## src/rtl/mem_access_stage_pkg.sv

```systemverilog
// Shared encodings and lane helpers for the MEM stage.
package mem_access_stage_pkg;

  localparam int unsigned XLEN  = 32;
  localparam int unsigned BE_W  = 4;
  localparam int unsigned CNT_W = 8;

  // Access size encodings from EX/MEM (2'b11 behaves as word)
  localparam logic [1:0] MEM_SIZE_B = 2'b00;
  localparam logic [1:0] MEM_SIZE_H = 2'b01;
  localparam logic [1:0] MEM_SIZE_W = 2'b10;

  typedef enum logic [1:0] {
    MS_IDLE = 2'b00,
    MS_BUSY = 2'b01,
    MS_DONE = 2'b10
  } ms_state_e;

  // Halfwords must be 2-byte aligned, words 4-byte aligned
  function automatic logic is_misaligned(input logic [1:0] size, input logic [1:0] off);
    case (size)
      MEM_SIZE_B: return 1'b0;
      MEM_SIZE_H: return off[0];
      default:    return (off != 2'b00);
    endcase
  endfunction

  // Little-endian byte enables for the addressed lanes
  function automatic logic [BE_W-1:0] byte_enables(input logic [1:0] size, input logic [1:0] off);
    case (size)
      MEM_SIZE_B: return BE_W'(4'b0001 << off);
      MEM_SIZE_H: return off[1] ? 4'b1100 : 4'b0011;
      default:    return 4'b1111;
    endcase
  endfunction

  // Replicate narrow store data so every candidate lane carries it
  function automatic logic [XLEN-1:0] store_lanes(input logic [1:0] size, input logic [XLEN-1:0] rt);
    case (size)
      MEM_SIZE_B: return {4{rt[7:0]}};
      MEM_SIZE_H: return {2{rt[15:0]}};
      default:    return rt;
    endcase
  endfunction

endpackage

```

## src/rtl/mem_access_stage_if.sv

```systemverilog
// Data-memory bus: word-aligned request with req/ready handshake.
interface mem_access_stage_if;
  import mem_access_stage_pkg::*;

  logic            dm_req;
  logic            dm_we;
  logic [XLEN-1:0] dm_addr;
  logic [BE_W-1:0] dm_be;
  logic [XLEN-1:0] dm_wdata;
  logic [XLEN-1:0] dm_rdata;
  logic            dm_ready;

  modport master (
    output dm_req, dm_we, dm_addr, dm_be, dm_wdata,
    input  dm_rdata, dm_ready
  );

  modport slave (
    input  dm_req, dm_we, dm_addr, dm_be, dm_wdata,
    output dm_rdata, dm_ready
  );

endinterface

```

## src/rtl/mem_access_stage_load_align.sv

```systemverilog
// Selects the addressed byte/halfword of a read word and extends it.
module mem_load_align
  import mem_access_stage_pkg::*;
(
  input  logic [XLEN-1:0] rdata_i,
  input  logic [1:0]      off_i,
  input  logic [1:0]      size_i,
  input  logic            signed_i,
  output logic [XLEN-1:0] data_o
);

  logic [7:0]  byte_sel;
  logic [15:0] half_sel;

  // Lane select followed by sign/zero extension
  always_comb begin
    byte_sel = rdata_i[{off_i, 3'b000} +: 8];
    half_sel = off_i[1] ? rdata_i[31:16] : rdata_i[15:0];
    data_o   = rdata_i;
    case (size_i)
      MEM_SIZE_B: data_o = {{24{signed_i & byte_sel[7]}}, byte_sel};
      MEM_SIZE_H: data_o = {{16{signed_i & half_sel[15]}}, half_sel};
      default:    data_o = rdata_i;
    endcase
  end

endmodule

```

## src/rtl/mem_access_stage.sv

```systemverilog
// MEM stage: turns EX/MEM load/store control into a bus transaction,
// stalls the pipeline while it is outstanding, returns aligned load data.
module mem_access_stage
  import mem_access_stage_pkg::*;
#(
  parameter int unsigned TIMEOUT_CYCLES = 255
) (
  input  logic                clk,
  input  logic                reset,
  input  logic                ex_mem_mem_r,
  input  logic                ex_mem_mem_w,
  input  logic [1:0]          ex_mem_mem_size,
  input  logic                ex_mem_mem_signed,
  input  logic [XLEN-1:0]     ex_mem_alu_result,
  input  logic [XLEN-1:0]     ex_mem_rt_data,
  mem_access_stage_if.master  dm_bus,
  output logic [XLEN-1:0]     dm_r_data,
  output logic                mem_stall,
  output logic                mem_misalign,
  output logic                mem_bus_err
);

  localparam logic [CNT_W:0] TO_LIMIT = (CNT_W+1)'(TIMEOUT_CYCLES);
  localparam logic [CNT_W-1:0] CNT_MAX = {CNT_W{1'b1}};

  ms_state_e        state_q, state_d;
  logic [CNT_W-1:0] cnt_q, cnt_d;
  logic [XLEN-1:0]  hold_q, hold_d;

  logic            access;
  logic [1:0]      off;
  logic            misalign;
  logic            timeout;
  logic            req;
  logic [XLEN-1:0] load_data;

  assign access   = ex_mem_mem_r | ex_mem_mem_w;
  assign off      = ex_mem_alu_result[1:0];
  assign misalign = is_misaligned(ex_mem_mem_size, off);
  assign timeout  = ({1'b0, cnt_q} + (CNT_W+1)'(1)) >= TO_LIMIT;

  mem_load_align u_align (
    .rdata_i  (dm_bus.dm_rdata),
    .off_i    (off),
    .size_i   (ex_mem_mem_size),
    .signed_i (ex_mem_mem_signed),
    .data_o   (load_data)
  );

  // Bus fields come straight from the frozen EX/MEM inputs
  assign dm_bus.dm_req   = req;
  assign dm_bus.dm_we    = req & ex_mem_mem_w;
  assign dm_bus.dm_addr  = {ex_mem_alu_result[XLEN-1:2], 2'b00};
  assign dm_bus.dm_be    = req ? byte_enables(ex_mem_mem_size, off) : '0;
  assign dm_bus.dm_wdata = store_lanes(ex_mem_mem_size, ex_mem_rt_data);

  // State, timeout counter and load hold register
  always_ff @(posedge clk) begin
    if (reset) begin
      state_q <= MS_IDLE;
      cnt_q   <= '0;
      hold_q  <= '0;
    end else begin
      state_q <= state_d;
      cnt_q   <= cnt_d;
      hold_q  <= hold_d;
    end
  end

  // Next state and handshake/stall outputs; reset forces outputs quiet
  always_comb begin
    state_d      = state_q;
    cnt_d        = cnt_q;
    hold_d       = hold_q;
    req          = 1'b0;
    mem_stall    = 1'b0;
    mem_misalign = 1'b0;
    mem_bus_err  = 1'b0;
    dm_r_data    = hold_q;
    case (state_q)
      MS_IDLE: begin
        if (access) begin
          if (misalign) begin
            mem_misalign = 1'b1;
            dm_r_data    = '0;
          end else begin
            req       = 1'b1;
            mem_stall = 1'b1;
            cnt_d     = '0;
            state_d   = MS_BUSY;
          end
        end
      end
      MS_BUSY: begin
        req       = 1'b1;
        mem_stall = 1'b1;
        if (dm_bus.dm_ready) begin
          hold_d  = ex_mem_mem_r ? load_data : '0;
          state_d = MS_DONE;
        end else if (timeout) begin
          mem_bus_err = 1'b1;
          hold_d      = '0;
          state_d     = MS_DONE;
        end else if (cnt_q != CNT_MAX) begin
          cnt_d = cnt_q + CNT_W'(1);
        end
      end
      MS_DONE: state_d = MS_IDLE;
      default: state_d = MS_IDLE;
    endcase
    if (reset) begin
      req          = 1'b0;
      mem_stall    = 1'b0;
      mem_misalign = 1'b0;
      mem_bus_err  = 1'b0;
      dm_r_data    = '0;
    end
  end

endmodule

```

## src/flat_wrapper.sv

```systemverilog
// flat-port wrapper written by rule: the top's interface ports become plain ports
module mem_access_stage_flat import mem_access_stage_pkg::*;
#(
  parameter int unsigned TIMEOUT_CYCLES = 255
)
  (clk, reset, ex_mem_mem_r, ex_mem_mem_w, ex_mem_mem_size, ex_mem_mem_signed, ex_mem_alu_result, ex_mem_rt_data, dm_r_data, mem_stall, mem_misalign, mem_bus_err, dm_bus_dm_req, dm_bus_dm_we, dm_bus_dm_addr, dm_bus_dm_be, dm_bus_dm_wdata, dm_bus_dm_rdata, dm_bus_dm_ready);
  mem_access_stage_if dm_bus_i ();
  input  logic clk;
  input  logic reset;
  input  logic ex_mem_mem_r;
  input  logic ex_mem_mem_w;
  input  logic [1:0] ex_mem_mem_size;
  input  logic ex_mem_mem_signed;
  input  logic [XLEN-1:0] ex_mem_alu_result;
  input  logic [XLEN-1:0] ex_mem_rt_data;
  output logic [XLEN-1:0] dm_r_data;
  output logic mem_stall;
  output logic mem_misalign;
  output logic mem_bus_err;
  output wire logic [$bits(dm_bus_i.dm_req)-1:0] dm_bus_dm_req;
  output wire logic [$bits(dm_bus_i.dm_we)-1:0] dm_bus_dm_we;
  output wire logic [$bits(dm_bus_i.dm_addr)-1:0] dm_bus_dm_addr;
  output wire logic [$bits(dm_bus_i.dm_be)-1:0] dm_bus_dm_be;
  output wire logic [$bits(dm_bus_i.dm_wdata)-1:0] dm_bus_dm_wdata;
  input wire logic [$bits(dm_bus_i.dm_rdata)-1:0] dm_bus_dm_rdata;
  input wire logic [$bits(dm_bus_i.dm_ready)-1:0] dm_bus_dm_ready;
  assign dm_bus_dm_req = dm_bus_i.dm_req;
  assign dm_bus_dm_we = dm_bus_i.dm_we;
  assign dm_bus_dm_addr = dm_bus_i.dm_addr;
  assign dm_bus_dm_be = dm_bus_i.dm_be;
  assign dm_bus_dm_wdata = dm_bus_i.dm_wdata;
  assign dm_bus_i.dm_rdata = dm_bus_dm_rdata;
  assign dm_bus_i.dm_ready = dm_bus_dm_ready;
  mem_access_stage #(.TIMEOUT_CYCLES(TIMEOUT_CYCLES)) u_core (.clk(clk), .reset(reset), .ex_mem_mem_r(ex_mem_mem_r), .ex_mem_mem_w(ex_mem_mem_w), .ex_mem_mem_size(ex_mem_mem_size), .ex_mem_mem_signed(ex_mem_mem_signed), .ex_mem_alu_result(ex_mem_alu_result), .ex_mem_rt_data(ex_mem_rt_data), .dm_bus(dm_bus_i), .dm_r_data(dm_r_data), .mem_stall(mem_stall), .mem_misalign(mem_misalign), .mem_bus_err(mem_bus_err));
endmodule
```

## config.mk

```make
export PLATFORM = sky130hd
export DESIGN_NAME = mem_access_stage_flat
export DESIGN_NICKNAME = d
export VERILOG_FILES = /design/src/rtl/mem_access_stage_pkg.sv /design/src/rtl/mem_access_stage_if.sv /design/src/rtl/mem_access_stage_load_align.sv /design/src/rtl/mem_access_stage.sv /design/src/flat_wrapper.sv
export SDC_FILE = /design/constraint.sdc
export NUM_CORES = 1
export LEC_CHECK = 0
export BUFFER_PORTS_ARGS = -buffer_cell sky130_fd_sc_hd__buf_2
export CORE_MARGIN = 1
export CORE_UTILIZATION = 41
export DETAILED_ROUTE_END_ITERATION = 8
export MAX_ROUTING_LAYER = met4
export PLACE_DENSITY = 0.77
export SYNTH_ARGS = -nofsm -noshare
export SYNTH_HDL_FRONTEND = slang
export SYNTH_SLANG_ARGS = --single-unit
```

## constraint.sdc

```tcl
create_clock -name clk -period 5.7 [get_ports clk]
set_clock_uncertainty 0.1 [all_clocks]
set_input_delay 0.57 -clock clk [delete_from_list [all_inputs] [get_ports clk]]
set_output_delay 0.57 -clock clk [all_outputs]
set_load 0.005 [all_outputs]
```

==> results of run 1 <==
## report_power, final
group	switching, uW	total [uW]	internal (uW)
Combinational	102	178	76.1
Clock	99.8	231	131
Sequential	4.72	304	299
## path summary, 6_finish.rpt
| path | end | slack, ns | cells past startpoint |
|---|---|---|---|
| max | dm_bus_dm_be[0] | 2.36 | 7 |
| min | u_core.hold_q[9]$_SDFFE_PP0P_ | 0.38 | 2 |
| max reg2reg | u_core.hold_q[28]$_SDFFE_PP0P_ | 3.07 | 7 |
| min reg2reg | u_core.hold_q[9]$_SDFFE_PP0P_ | 0.38 | 2 |
## through the flow
| stage | utilization | power (uW) | hold slack, ns |
|---|---|---|---|
| floorplan | - | 433 | 0.349 |
| global placement | 0.489 | 484 | 0.360 |
| detailed placement | 0.489 | 486 | 0.365 |
| CTS | 0.503 | 713 | 0.378 |
| global route | 0.503 | 742 | 0.398 |
| finish | 0.503 | 712 | 0.379 |
## state kept, by name, indices dropped and copies added, names as in the netlist
| register | count |
|---|---|
| u_core.cnt_q | 8 |
| u_core.state_q | 2 |
| u_core.hold_q | 32 |
## routing by layer
metal  up-vias  part of all wire
li1       1730                 -
met1      1610              0.39
met2       160              0.53
met3        37             0.056
met4         0             0.027
met5         -                 0
## layout by cell type (no fill, tap or decap), types with 7 or more instances in the layout
cell	instances
buf_2	146
nand2_1	48
dfxtp_1	42
nor2_1	37
o21ai_0	29
a21oi_1	23
nand2b_1	21
nor2b_1	20
inv_1	16
mux2i_1	15
a22oi_1	15
nor3_1	13
a21o_1	12
and2_1	11
o21ai_1	11
mux2_2	8
o22ai_1	7
## critical path: stages
cell and delay [ns]:
buf_2 0.37, a21o_1 0.27, o21ai_0 0.20, a21oi_1 0.16
nor3_1 0.70, and2_1 0.27, buf_2 0.12
## cell families (layout without fill, tap and decap cells)
family,after synthesis,count (layout)
simple gates,173,173
compound gates,128,128
buf+inv,87,174
flops,42,42
mux,24,24
fa+ha+maj,2,2
other cells,1,3
## final cells by class
type / count / area, sq um
inverters: 17 / 63.8
multi-input cells: 329 / 2050
well taps: 102 / 128
clock inverters: 1 / 30.0
clock buffers: 7 / 76.3
diodes: 1 / 2.50
fillers: 816 / 3900
flip-flops and latches: 42 / 841
repair buffers: 149 / 753
==> results.md, run 1 <==
- Tot GR Track Use: 0.242
- Yosys cell types: 60
- Synth Area in Adders: 0.00739
- Pins Over Slew Limit: 0
- Count of final hold-check violations: 0
- Area leader, netlist: dfxtp_1
- RSZ-0062 raised after global routing: false
- Worst hold path type: reg -> reg
- Vias: 3537
- Shortest clock period the worst path allows after layout: 3.34 ns
- Core area: 7850 sq um
- Final setup violation count: 0
- Placed insts: 639
- Final WS setup: 2.36 ns
- CTS tree: built
- Top post-synthesis cells by count: nand2_1, buf_4, dfxtp_1
- EDFF count, synth: 0
- CTS root buf: clkbuf_8
- Clk_lat worst skew: 0.29 ns
- Fin crit share: 0.586
- Die width: 92.9 um
- Remaining DRCs: 0
- Max-slew headroom: 0.399
- Area growth syn-to-layout: 16.6%
- Dpl ws: 2.32 ns
- Min-delay src: u_core.hold_q[9]$_SDFFE_PP0P_
- CP arrival: 2.67 ns
- Setup Fix Bufs, Post-CTS: 0
- Post-CTS sizing: 0
- Main combinational cell family by area after synthesis: simple AND/OR/NAND/NOR gates
- PortBufs: 146
- Routed Antenna Nets: 0
- Die Y: 92.9 um
- Detailed placement HPWL: 7.93 mm
- Yosys warnings: 0
- Synthesis-stage register bit count: 42
- Starting Density: 0.431
- Gr busiest metal: met2
- Post-synthesis mux area share: 0.0776
- H-tree levels: 2
- # hold bufs at CTS: 0
- Pre-antenna DRT Iters: 8
- Top-count cell post-synth: nand2_1
- Leakage: 0.00183 uW
- Mean Syn Cell Area: 7.41 sq um
- Clk pin slew, worst setup/hold paths: 0.08 ns
- Top-area cell type share of the netlist area: 0.248
- Rows: 32
- F_max: 299 MHz
- Met1 GRT Util: 0.267
- Post-synthesis cell area: 3380 sq um
- Pin count of the biggest net entering global routing: 58
- Synth top area cells: dfxtp_1, buf_4, nand2_1
- GP Congestion: 0.930
- Layout cells sized above 1: 0.327
- Drt initial violations: 213
- First-pass GRT wire length: 16.1 mm
- Wire length per cell: 15.9 um
- Final #Nets: 650
- Post-synthesis simple-gate area fraction: 0.259
- PD cells: 181 nW/um^2
- Gate Count Post-Synth: 457
- Die Area: 8620 sq um
- I/O pins: 209
- Crit path kind: in -> out
- Status: finished clean
- Met2 GRT Util: 0.444
- Final instance area: 3950 sq um
- Inserted Clock Buffers: 5
- FFs w/ async S/R, synth: 0
- Max rail drop VDD: 0.0952 mV
- Met3 Use GR: 0.0238
- Antenna violations before repair: 1
- Worst Setup End Kind: output port
- Number of global-route vias before repair: 3336
- Worst Tran Pin Value: 0.898 ns
- Setup_tns: 0 ns
- XOR/XNOR Fraction of Synth Area: 0
- Cell Count, Final, Fillers Out: 648
- Critical Path Start Type: input pin
- Main synth FF type: dfxtp_1
- Max-Cap Viols: 0
- Maximum clock insertion buffer count: 2
- CP required: 5.03 ns
- Post-placement cell area: 3840 sq um
- Max Fanout on Critical Path: 53
- CP Launch Point: ex_mem_mem_size[1]
- Worst R2R Start: u_core.cnt_q[0]$_SDFFE_PP0P_
- Compound-Gate Fraction of Synth Area: 0.257
- Clk sink count: 42
- Congestion Overflow GR: 0
- Vias per inst: 5.46
- Drt total wl: 10.3 mm
- Sequential area share after synthesis: 0.248
No activity file was read; power rests on OpenSTA's default activity.
==> run 2: changes to the inputs <==
- ABC_AREA: unset -> 1
- PLACE_DENSITY: 0.77 -> 0.75
- clock period: 5.7 -> 3.2 ns (I/O delays scaled with it)
==> results.md, run 2 <==
- RSZ-0062 raised after global routing: false
- Status: finished clean
- Placed insts: 842 (+32%)
- Main synth FF type: dfxtp_1
- Largest regs: u_core.hold_q x32, u_core.cnt_q x8, u_core.state_q x2
- CTS tree: built
- Biggest register: u_core.hold_q
- Yosys warnings: 0 (unchanged)
- I/O pins: 209 (unchanged)
- GP Congestion: 0.896 (-3.7%)
- Number of global-route vias before repair: 3664 (+9.8%)
- F_max: 409 MHz
- Switching power: 486 uW (+140%)
- Die Area: 9280 sq um (+7.7%)
- Top-area cell type share of the netlist area: 0.230 (-0.0181)
- Pre-antenna DRT Iters: 5 (-3)
- CP required: 2.78 ns (-2.25 ns)
- Die Y: 96.4 um (+3.8%)
- Drt initial violations: 288 (+35%)
- Critical Path Start Type: input pin
- Most common cell after layout, fill and taps aside: nand2_1
- Clk_lat worst skew: 0.30 ns (about the same)
- Remaining DRCs: 0 (unchanged)
- Synthesis-stage register bit count: 42 (unchanged)
- Vias: 4241 (+20%)
- Routed Antenna Nets: 0 (unchanged)
- Drt total wl: 11.9 mm (+16%)
- Clk pin slew, worst setup/hold paths: 0.08 ns (about the same)
- Hold Path Depth: 3 (+1)
- Sequential area share after synthesis: 0.230 (-0.0181)
- Top post-synthesis cells by count: nand2_1, nor2_1, inv_1
- Post-synthesis cell area: 3650 sq um (+7.8%)
- Post-CTS sizing: 0 (unchanged)
- Leakage: 0.00250 uW (+37%)
- CP arrival: 2.03 ns (-0.64 ns)
- Inserted Clock Buffers: 5 (unchanged)
- PD cells: 330 nW/um^2 (+83%)
- FFs w/ async S/R, synth: 0 (unchanged)
- Die width: 96.4 um (+3.8%)
- Rows: 34 (+6.3%)
- Net Sw Frac: 0.352 (+0.0624)
- Crit path kind: in -> out
- Final setup violation count: 0 (unchanged)
- WHS: 0.237 ns (-0.142 ns)
- Congestion Overflow GR: 0 (unchanged)
- # hold bufs at CTS: 0 (unchanged)
- Worst hold path type: in -> reg
- Layout cells sized above 1: 0.239 (-0.0881)
- Top-count cell post-synth: nand2_1
- Gate Count Post-Synth: 653 (+43%)
- Dpl ws: 0.805 ns (-1.51 ns)
- Starting Density: 0.421 (-0.0107)
- Final #Nets: 847 (+30%)
- Post-placement cell area: 4090 sq um (+6.6%)
- Tot GR Track Use: 0.264 (+0.0216)
- EDFF count, synth: 0 (unchanged)
- Yosys cell types: 35 (-42%)
- CTS root buf: clkbuf_8
- Core area: 8680 sq um (+11%)
- Fillcell total: 987 (+21%)
- Max Fanout on Critical Path: 20 (-62%)
- Vias per inst: 4.99 (-8.6%)
- Number of antenna diodes: 0 (-1)
- Worst Tran Pin Value: 0.668 ns (-0.230 ns)
- Max-Cap Viols: 0 (unchanged)
- Final instance area: 4180 sq um (+6.0%)
- Pin count of the biggest net entering global routing: 56 (-3.4%)
- Synth top area cells: dfxtp_1, nand2_1, nor2_1
- Cell Count, Final, Fillers Out: 850 (+31%)
- Max rail drop VDD: 0.150 mV (+57%)
- H-tree levels: 2 (unchanged)
- Reg power frac: 0.415 (-0.011)
- Mean Syn Cell Area: 5.59 sq um (-25%)
- Worst Setup End Kind: output port
- Clk pwr share: 0.260 (-0.064)
- Final WS setup: 0.755 ns (-1.60 ns)
- Area growth syn-to-layout: 14.6%
- Setup_tns: 0 ns (unchanged)
- Comb pwr share: 0.325 (+0.076)
- Antenna violations before repair: 0 (-1)
- Maximum clock insertion buffer count: 2 (unchanged)
- Wire length per cell: 14.1 um (-12%)
- Detailed placement HPWL: 8.98 mm (+13%)
- Area leader, netlist: dfxtp_1
- Max-slew headroom: 0.552 (+0.153)
- Setup Fix Bufs, Post-CTS: 0 (unchanged)
- Pins Over Slew Limit: 0 (unchanged)
- Clk sink count: 42 (unchanged)
- Shortest clock period the worst path allows after layout: 2.45 ns
- PortBufs: 146 (unchanged)
- First-pass GRT wire length: 18.2 mm (+13%)
- R2R cell count: 11 (+4)
- Count of final hold-check violations: 0 (unchanged)
- Most frequent cells in the layout: nand2_1, buf_2, nor2_1
- Fin crit share: 0.764
- P_int: 896 uW (+77%)
- Largest register FFs: 32 (unchanged)
## run 2: worst paths after layout
kind	from	endpoint	slack [ns]
min	dm_bus_dm_rdata[5]	u_core.hold_q[5]$_SDFFE_PP0P_	0.24
max	ex_mem_mem_size[1]	dm_r_data[21]	0.75
max reg2reg	u_core.cnt_q[0]$_SDFFE_PP0P_	u_core.hold_q[18]$_SDFFE_PP0P_	0.95
min reg2reg	u_core.hold_q[5]$_SDFFE_PP0P_	u_core.hold_q[5]$_SDFFE_PP0P_	0.38
## run 2: stage by stage
stage           util  total power, uW
2_1_floorplan      -              904
3_3_place_gp   0.471             1030
3_5_place_dp   0.471             1030
4_1_cts        0.482             1390
5_1_grt        0.482             1470
6_report       0.482             1380
## run 2: cell families after synthesis
logic type | after synthesis | share of synthesized area
xor gates and xnor gates | 1 | 0.00240
AOI/OAI and AO/OA | 65 | 0.102
other | 1 | 0.00103
adders and majority gates | 2 | 0.00686
buffers and inverters | 157 | 0.220
and+or+nand+nor | 385 | 0.438
DFF | 42 | 0.230
## run 2: power by group through the flow
stage	sequential [uW]	combinational, uW	clock (uW)
2_1_floorplan	580	323	0
3_3_place_gp	584	442	0
3_5_place_dp	585	442	0
4_1_cts	573	445	371
5_1_grt	577	504	392
6_report	573	449	360
## run 2: critical path, stage by stage
cell,delay [ns]
buf_2,0.36
nor2_2,0.09
inv_1,0.14
nand2_1,0.18
nor3_4,0.44
buf_4,0.28
nor3_1,0.06
buf_2,0.15
## run 2: cell type report
class	instances	area [sq um]	area share
Clock buffer	7	86.3	0.0206
Clock inverter	1	5.00	0.00120
Inverter	84	315	0.0754
Multi-Input combinational cell	455	2020	0.482
Sequential cell	42	841	0.201
Tap cell	108	135	0.0323
Timing Repair Buffer	153	783	0.187
## run 2: layer usage
layer / part of all wire / vias up / track usage
met3: 0.082 / 21 / 0.0569
met1: 0.42 / 1864 / 0.338
met5: 0 / - / -
li1: - / 2146 / -
met2: 0.48 / 210 / 0.414
met4: 0.020 / 0 / 0.0797
